<file path="src/rtl/risc_pkg.sv">
// -----------------------------------------------------------------------------
// risc_pkg
// Shared definitions for the 16-bit multi-cycle RISC core: opcode values,
// datapath select encodings (also used by Execute), the main controller state
// enum and the control-word struct that the controller drives.
// -----------------------------------------------------------------------------
package risc_pkg;

  // Opcodes held in IR[15:12]
  localparam logic [3:0] OP_RTYPE = 4'h0;
  localparam logic [3:0] OP_LW    = 4'h1;
  localparam logic [3:0] OP_SW    = 4'h2;
  localparam logic [3:0] OP_BEQ   = 4'h3;
  localparam logic [3:0] OP_ADDI  = 4'h4;
  localparam logic [3:0] OP_J     = 4'h5;
  localparam logic [3:0] OP_HALT  = 4'hF;

  // ALU operation requested from Execute
  typedef enum logic [1:0] {
    ALUOP_ADD   = 2'b00,
    ALUOP_SUB   = 2'b01,
    ALUOP_FUNCT = 2'b10
  } alu_op_t;

  // ALU B-operand select
  typedef enum logic [1:0] {
    SRCB_REG = 2'b00,
    SRCB_ONE = 2'b01,
    SRCB_IMM = 2'b10
  } alu_src_b_t;

  // Next-PC select
  typedef enum logic [1:0] {
    PCSRC_ALU    = 2'b00,
    PCSRC_ALUOUT = 2'b01,
    PCSRC_JUMP   = 2'b10
  } pc_src_t;

  // Main controller states
  typedef enum logic [3:0] {
    S_FETCH,
    S_DECODE,
    S_EXEC_R,
    S_R_WB,
    S_EXEC_I,
    S_I_WB,
    S_MEM_ADDR,
    S_MEM_RD,
    S_LW_WB,
    S_MEM_WR,
    S_BRANCH,
    S_JUMP,
    S_HALT
  } state_t;

  // One cycle's worth of datapath control
  typedef struct packed {
    logic       pc_write;
    logic       i_or_d;
    logic       mem_read;
    logic       mem_write;
    logic       ir_write;
    logic       reg_write;
    logic       mem_to_reg;
    logic       reg_dst;
    logic       alu_src_a;
    alu_src_b_t alu_src_b;
    alu_op_t    alu_op;
    pc_src_t    pc_source;
    logic       halted;
  } ctrl_t;

  // True for every opcode the core implements (HALT included)
  function automatic logic is_defined_op(input logic [3:0] op);
    case (op)
      OP_RTYPE, OP_LW, OP_SW, OP_BEQ, OP_ADDI, OP_J, OP_HALT: is_defined_op = 1'b1;
      default:                                               is_defined_op = 1'b0;
    endcase
  endfunction

endpackage

</file>
<file path="src/rtl/multicycle_control.sv">
// -----------------------------------------------------------------------------
// multicycle_control
// Moore main controller for the multi-cycle 16-bit RISC core. Steps the shared
// datapath through fetch / decode / execute / memory / write-back and counts
// retired instructions (saturating).
//
// Ports
//   clk, rst            rising-edge clock, asynchronous active-high reset
//   opcode              IR[15:12], valid once IR is latched
//   zero                Zero flag from Execute (BEQ decision)
//   mem_ready           unified memory finishes the current access this cycle
//   pc_write, ir_write  PC / IR load enables
//   i_or_d              memory address: 0 = PC, 1 = ALUOut
//   mem_read, mem_write memory requests
//   reg_write           register-file write enable
//   mem_to_reg          write-back source: 0 = ALU, 1 = MDR
//   RegDst              destination register: 1 = rd, 0 = rt
//   alu_src_a           ALU A: 0 = PC, 1 = read_data_1
//   ALUSrc              ALU B select (alu_src_b_t)
//   ALUOp               ALU operation (alu_op_t)
//   pc_source           next-PC select (pc_src_t)
//   halted              core stopped in HALT
//   illegal             sticky: an undefined opcode was decoded
//   retired             completed instructions, saturating at 2^CNT_W-1
// -----------------------------------------------------------------------------
module multicycle_control
  import risc_pkg::*;
#(
  parameter int CNT_W = 16
) (
  input  logic             clk,
  input  logic             rst,
  input  logic [3:0]       opcode,
  input  logic             zero,
  input  logic             mem_ready,
  output logic             pc_write,
  output logic             i_or_d,
  output logic             mem_read,
  output logic             mem_write,
  output logic             ir_write,
  output logic             reg_write,
  output logic             mem_to_reg,
  output logic             RegDst,
  output logic             alu_src_a,
  output logic [1:0]       ALUSrc,
  output logic [1:0]       ALUOp,
  output logic [1:0]       pc_source,
  output logic             halted,
  output logic             illegal,
  output logic [CNT_W-1:0] retired
);

  localparam logic [CNT_W-1:0] RETIRED_MAX = '1;

  state_t           r_state;
  state_t           w_next_state;
  logic             w_retire;
  logic [CNT_W-1:0] r_retired;
  logic             r_illegal;
  ctrl_t            w_ctrl;

  // ---------------------------------------------------------------------------
  // Next-state decode. w_retire marks the edges that leave the last state of
  // an instruction, so the counter moves exactly when the instruction commits.
  // ---------------------------------------------------------------------------
  always_comb begin
    // NOTE: every signal written here gets a default first; a path that left
    // one unassigned would infer a latch.
    w_next_state = r_state;
    w_retire     = 1'b0;
    case (r_state)
      S_FETCH:  if (mem_ready) w_next_state = S_DECODE;
      S_DECODE: begin
        case (opcode)
          OP_RTYPE:     w_next_state = S_EXEC_R;
          OP_LW, OP_SW: w_next_state = S_MEM_ADDR;
          OP_BEQ:       w_next_state = S_BRANCH;
          OP_ADDI:      w_next_state = S_EXEC_I;
          OP_J:         w_next_state = S_JUMP;
          default:      w_next_state = S_HALT;  // HALT and undefined opcodes
        endcase
      end
      S_EXEC_R:   w_next_state = S_R_WB;
      S_EXEC_I:   w_next_state = S_I_WB;
      S_MEM_ADDR: w_next_state = (opcode == OP_LW) ? S_MEM_RD : S_MEM_WR;
      S_MEM_RD:   if (mem_ready) w_next_state = S_LW_WB;
      S_MEM_WR: begin
        if (mem_ready) begin
          w_next_state = S_FETCH;
          w_retire     = 1'b1;
        end
      end
      S_R_WB, S_I_WB, S_LW_WB, S_BRANCH, S_JUMP: begin
        w_next_state = S_FETCH;
        w_retire     = 1'b1;
      end
      S_HALT:  w_next_state = S_HALT;
      default: w_next_state = S_FETCH;
    endcase
  end

  // ---------------------------------------------------------------------------
  // State, retired counter and sticky illegal flag.
  // ---------------------------------------------------------------------------
  always_ff @(posedge clk or posedge rst) begin
    // NOTE: non-blocking assignments keep every register updating from the
    // values sampled at the same edge, independent of statement order.
    if (rst) begin
      r_state   <= S_FETCH;
      r_retired <= '0;
      r_illegal <= 1'b0;
    end else begin
      r_state <= w_next_state;
      if (w_retire && (r_retired != RETIRED_MAX)) r_retired <= r_retired + 1'b1;
      if ((r_state == S_DECODE) && !is_defined_op(opcode)) r_illegal <= 1'b1;
    end
  end

  // ---------------------------------------------------------------------------
  // Output decode: Moore from the state, except the fetch enables (gated by
  // mem_ready so PC/IR load once per fetch) and the branch PC load (gated by
  // zero). Everything is forced low while rst is held, even though the state
  // register already reads FETCH.
  // ---------------------------------------------------------------------------
  always_comb begin
    w_ctrl = '0;
    case (r_state)
      S_FETCH: begin
        w_ctrl.mem_read  = 1'b1;
        w_ctrl.alu_src_b = SRCB_ONE;
        w_ctrl.ir_write  = mem_ready;
        w_ctrl.pc_write  = mem_ready;
      end
      S_DECODE: begin
        w_ctrl.alu_src_b = SRCB_IMM;   // branch target precompute
      end
      S_EXEC_R: begin
        w_ctrl.alu_src_a = 1'b1;
        w_ctrl.alu_op    = ALUOP_FUNCT;
      end
      S_R_WB: begin
        w_ctrl.reg_write = 1'b1;
        w_ctrl.reg_dst   = 1'b1;
      end
      S_EXEC_I, S_MEM_ADDR: begin
        w_ctrl.alu_src_a = 1'b1;
        w_ctrl.alu_src_b = SRCB_IMM;
      end
      S_I_WB: begin
        w_ctrl.reg_write = 1'b1;
      end
      S_MEM_RD: begin
        w_ctrl.mem_read = 1'b1;
        w_ctrl.i_or_d   = 1'b1;
      end
      S_LW_WB: begin
        w_ctrl.reg_write  = 1'b1;
        w_ctrl.mem_to_reg = 1'b1;
      end
      S_MEM_WR: begin
        w_ctrl.mem_write = 1'b1;
        w_ctrl.i_or_d    = 1'b1;
      end
      S_BRANCH: begin
        w_ctrl.alu_src_a = 1'b1;
        w_ctrl.alu_op    = ALUOP_SUB;
        w_ctrl.pc_source = PCSRC_ALUOUT;
        w_ctrl.pc_write  = zero;
      end
      S_JUMP: begin
        w_ctrl.pc_source = PCSRC_JUMP;
        w_ctrl.pc_write  = 1'b1;
      end
      S_HALT: begin
        w_ctrl.halted = 1'b1;
      end
      default: w_ctrl = '0;
    endcase
    if (rst) w_ctrl = '0;
  end

  assign pc_write   = w_ctrl.pc_write;
  assign i_or_d     = w_ctrl.i_or_d;
  assign mem_read   = w_ctrl.mem_read;
  assign mem_write  = w_ctrl.mem_write;
  assign ir_write   = w_ctrl.ir_write;
  assign reg_write  = w_ctrl.reg_write;
  assign mem_to_reg = w_ctrl.mem_to_reg;
  assign RegDst     = w_ctrl.reg_dst;
  assign alu_src_a  = w_ctrl.alu_src_a;
  assign ALUSrc     = w_ctrl.alu_src_b;
  assign ALUOp      = w_ctrl.alu_op;
  assign pc_source  = w_ctrl.pc_source;
  assign halted     = w_ctrl.halted;
  assign illegal    = r_illegal;
  assign retired    = r_retired;

endmodule

</file>
<file path="config.mk">
export PLATFORM = sky130hd
export DESIGN_NAME = multicycle_control
export DESIGN_NICKNAME = d
export VERILOG_FILES = /design/src/rtl/risc_pkg.sv /design/src/rtl/multicycle_control.sv
export SDC_FILE = /design/constraint.sdc
export NUM_CORES = 1
export LEC_CHECK = 0
export CAP_MARGIN = 0
export CORE_MARGIN = 1.5
export CORE_UTILIZATION = 40
export DETAILED_ROUTE_END_ITERATION = 6
export PLACE_DENSITY = 0.71
export SLEW_MARGIN = 40
export SYNTH_ARGS = -nofsm -noshare
export SYNTH_HDL_FRONTEND = slang
export SYNTH_SLANG_ARGS = --single-unit
</file>
<file path="constraint.sdc">
create_clock -name clk -period 1.7 [get_ports clk]
set_input_delay 0.34 -clock clk [delete_from_list [all_inputs] [get_ports clk]]
set_output_delay 0.34 -clock clk [all_outputs]
set_load 0.01 [all_outputs]
</file>
==> flow_summary.toml <==
[floorplanning]
die-width_um = 63.8
io_pins = 41
rows = 21
core_area_um2 = 3440
die-area_um2 = 4070
die_y_um = 63.8
start_util_pct = 42.9

[clocking]
cts.htree.levels = 1
ctsHoldBuffers = 0
path_clk_slew_ps = 90
cts_buffers = 3
cts_buffer_depth = 2
cts_tree = "yes"
clkSinkCount = 21
worstSkewPairLatency_ps = 270
cts_root_buffer = "clkbuf_8"

[global_route]
grt_max_degree = 22
grt_pass1_wl_mm = 10.6
grt_pass1_vias = 2020
antenna_found_initial = 0
grt_overflow = 0
track_usage_pct = 33.6

[routing]
met1_length_mm = 2.77
via_per_inst = 6.08
num_vias = 1944
first_pass_iters = 6
ant_nets = 0
wl_mm = 7.14
first_iter_violations = 137
drc = 2
avgRoutedWirePerCell_um = 22.3
met3_length_um = 368
top_layer = "met4"
route.met2.wl_mm = 3.72

[synth]
ys_ff_latch = 21
synth_warnings = 0
avgSynthCellArea_um2 = 8.74
synth_cell_type_count = 49
synth_cells = 169
synth_nets = 178
syn_area_um2 = 1480
ys_seq_area_share_pct = 35.6

[timing]
skew_ps = 23.2
rsz0062_at_grt = "yes"
hold_viol = 0
tightest_slew_ps = 608
timing.final.max_slew_violations = 0
fin_crit_ps = 1990
fmax_mhz = 504
finalCritPeriodShare_pct = 117
setup_slack_ps = -286
tns_ps = -5510
setup_violations = 32
maxSlewHeadroom_pct = 59.5

[critical_path]
worstPathCellList = "buf_6 > inv_1 > nand3_1 > a211oi_2 > buf_2"
cp_max_fo = 4
crit_slowest_cell = "dfrtp_1"
critical_path_required_ps = 1360
slowest_delay_ps = 440
endpoint_kind = "primary output"
cp.arrival_ps = 1650
crit_buf_inv = 3
startpoint_type = "flip-flop"
crit_family = "buffers and inverters"
worstSetupPathType = "reg -> out"

[power_and_ir_drop]
p_switching_mw = 2.16
power_frac_seq_pct = 17.8
combPwrFrac_pct = 75.1
netSwitchingFraction_pct = 45.1
p_leak_nw = 1.23
clockPowerShare_pct = 7.1
powerDensity_nw_per_um2 = 1630
vdd_ir_drop_max_mv = 1.03
totalPowerFinal_mw = 4.78
intPower_mw = 2.62

[final_layout]
multi_input_area_um2 = 1240
layout.nets = 284
syn_to_final_growth_pct = 98.2
diodes = 0
layout_commonest_cell = "buf_4"
mostFrequentLayoutCells = "buf_4, buf_6, clkdlybuf4s50_1, dfrtp_1, buf_2"
seqCellArea_um2 = 531
nFillCells = 183
drive_above_1_share_pct = 54.7

[place]
io_buffers = 40
place_congestion = 0.879
place_ws_ps = -766
hpwlAfterDp_mm = 3.38

[outcome]
status = "finished with violations"
violations = "DRC, setup timing"

[min_path]
min-delay-path-class = "in -> reg"

[job]
max_cap_violations = 0
## cell type report
type                       instances  area share, %
timing repair buffer             113           35.2
sequential                        21           18.1
clock buffer                       3           1.41
clock inverter                     1          0.171
inverter                           6          0.769
multi-input combinational        130           42.4
tap                               46           1.96
## synthesized netlist by cell type, drive strengths merged
master    n  area, um2
o22ai     1       6.26
nor4b     3       32.5
ha        1       12.5
o221ai    1       8.76
o211ai    1       7.51
o21ai     6       30.0
and4      3       26.3
a32oi     1       8.76
nor3     10       50.1
o32ai     1       8.76
a211oi    5       37.5
dfrtp    21        526
o221a     1       20.0
clkbuf    8       30.0
a31o      1       8.76
a21o      1       7.51
nand4     5       31.3
a31oi     2       12.5
o2bb2ai   1       8.76
and2      3       18.8
a311oi    1       8.76
o21bai    1       7.51
or3       1       6.26
nor4      7       58.8
nor2     13       48.8
or4b      1       10.0
mux2      3       33.8
nand2b    5       33.8
nand3b    1       7.51
a2bb2oi   1       8.76
nand2     9       33.8
a21oi    11       58.8
nor2b     2       20.0
xor2     13        114
inv       6       22.5
nand3    10       50.1
maj3      1       10.0
and3      2       12.5
buf       4       31.3
a41oi     1       8.76
## worst paths after layout
path                                     endpoint  slack [ps]  cells past startpoint                    from
min in group asynchronous  r_state[1]$_DFFE_PP0P_         490                      4                     rst
hold reg to reg               illegal$_DFFE_PP0P_         480                      1     illegal$_DFFE_PP0P_
setup / recovery                         mem_read        -290                      5  r_state[1]$_DFFE_PP0P_
hold / removal             r_state[1]$_DFFE_PP0P_         460                      3               opcode[3]
max in group asynchronous  r_state[2]$_DFFE_PP0P_         950                      4                     rst
setup reg to reg           retired[1]$_DFFE_PP0P_        -270                      8  r_state[1]$_DFFE_PP0P_
## state kept, by name, indices dropped and copies added, names as in the netlist
register,cells
retired,16
illegal,1
r_state,4
## kinds of logic after synthesis
kind of cell	after synthesis	synth area share, %
compound gates	37	17.4
simple gates	75	29.8
flops	21	35.6
xor+xnor	13	7.71
fa+ha+maj	2	1.52
mux	3	2.29
buf+inv	18	5.67
## repair_timing
action | 4_1_cts | 5_1_grt
resized for setup | 137 | 34
pin swaps | 35 | 14
setup buffers | 24 | 5
setup endpoints to repair | 32 | 36
gates cloned | 2 | 0
## worst register-to-register path: cells and delay by family (launching register included)
| kind | cells | cell delay [ps] |
|---|---|---|
| flops | 1 | 440 |
| mux | 1 | 320 |
| compound gates | 2 | 340 |
| simple gates | 1 | 150 |
| buf+inv | 4 | 590 |
## per-stage QoR
step	hold slack, ps	std cells	instance area (um2)	util (%)
floorplan	432	169	1510	-
global placement	458	288	2240	65.1
detailed placement	462	288	2240	65.1
CTS	437	317	2780	80.8
global route	488	320	2930	85.1
finish	463	320	2930	85.1
## metal layers
layer / vias to the layer above / GRT usage [%]
met2: 91 / 60.0
met3: 30 / 5.11
li1: 840 / -
met1: 983 / 39.9
met5: - / 0
met4: 0 / 13.9
## power groups by stage
| stage | logic, mW | registers [mW] | clock network (mW) |
|---|---|---|---|
| after global routing | 3.76 | 0.856 | 0.363 |
| final | 3.59 | 0.852 | 0.340 |
| after detailed placement | 2.15 | 0.816 | 0 |
| after CTS | 3.15 | 0.801 | 0.335 |
| after global placement | 2.10 | 0.804 | 0 |
| after floorplan | 1.06 | 0.876 | 0 |
Power figures use the tool's default switching activity.
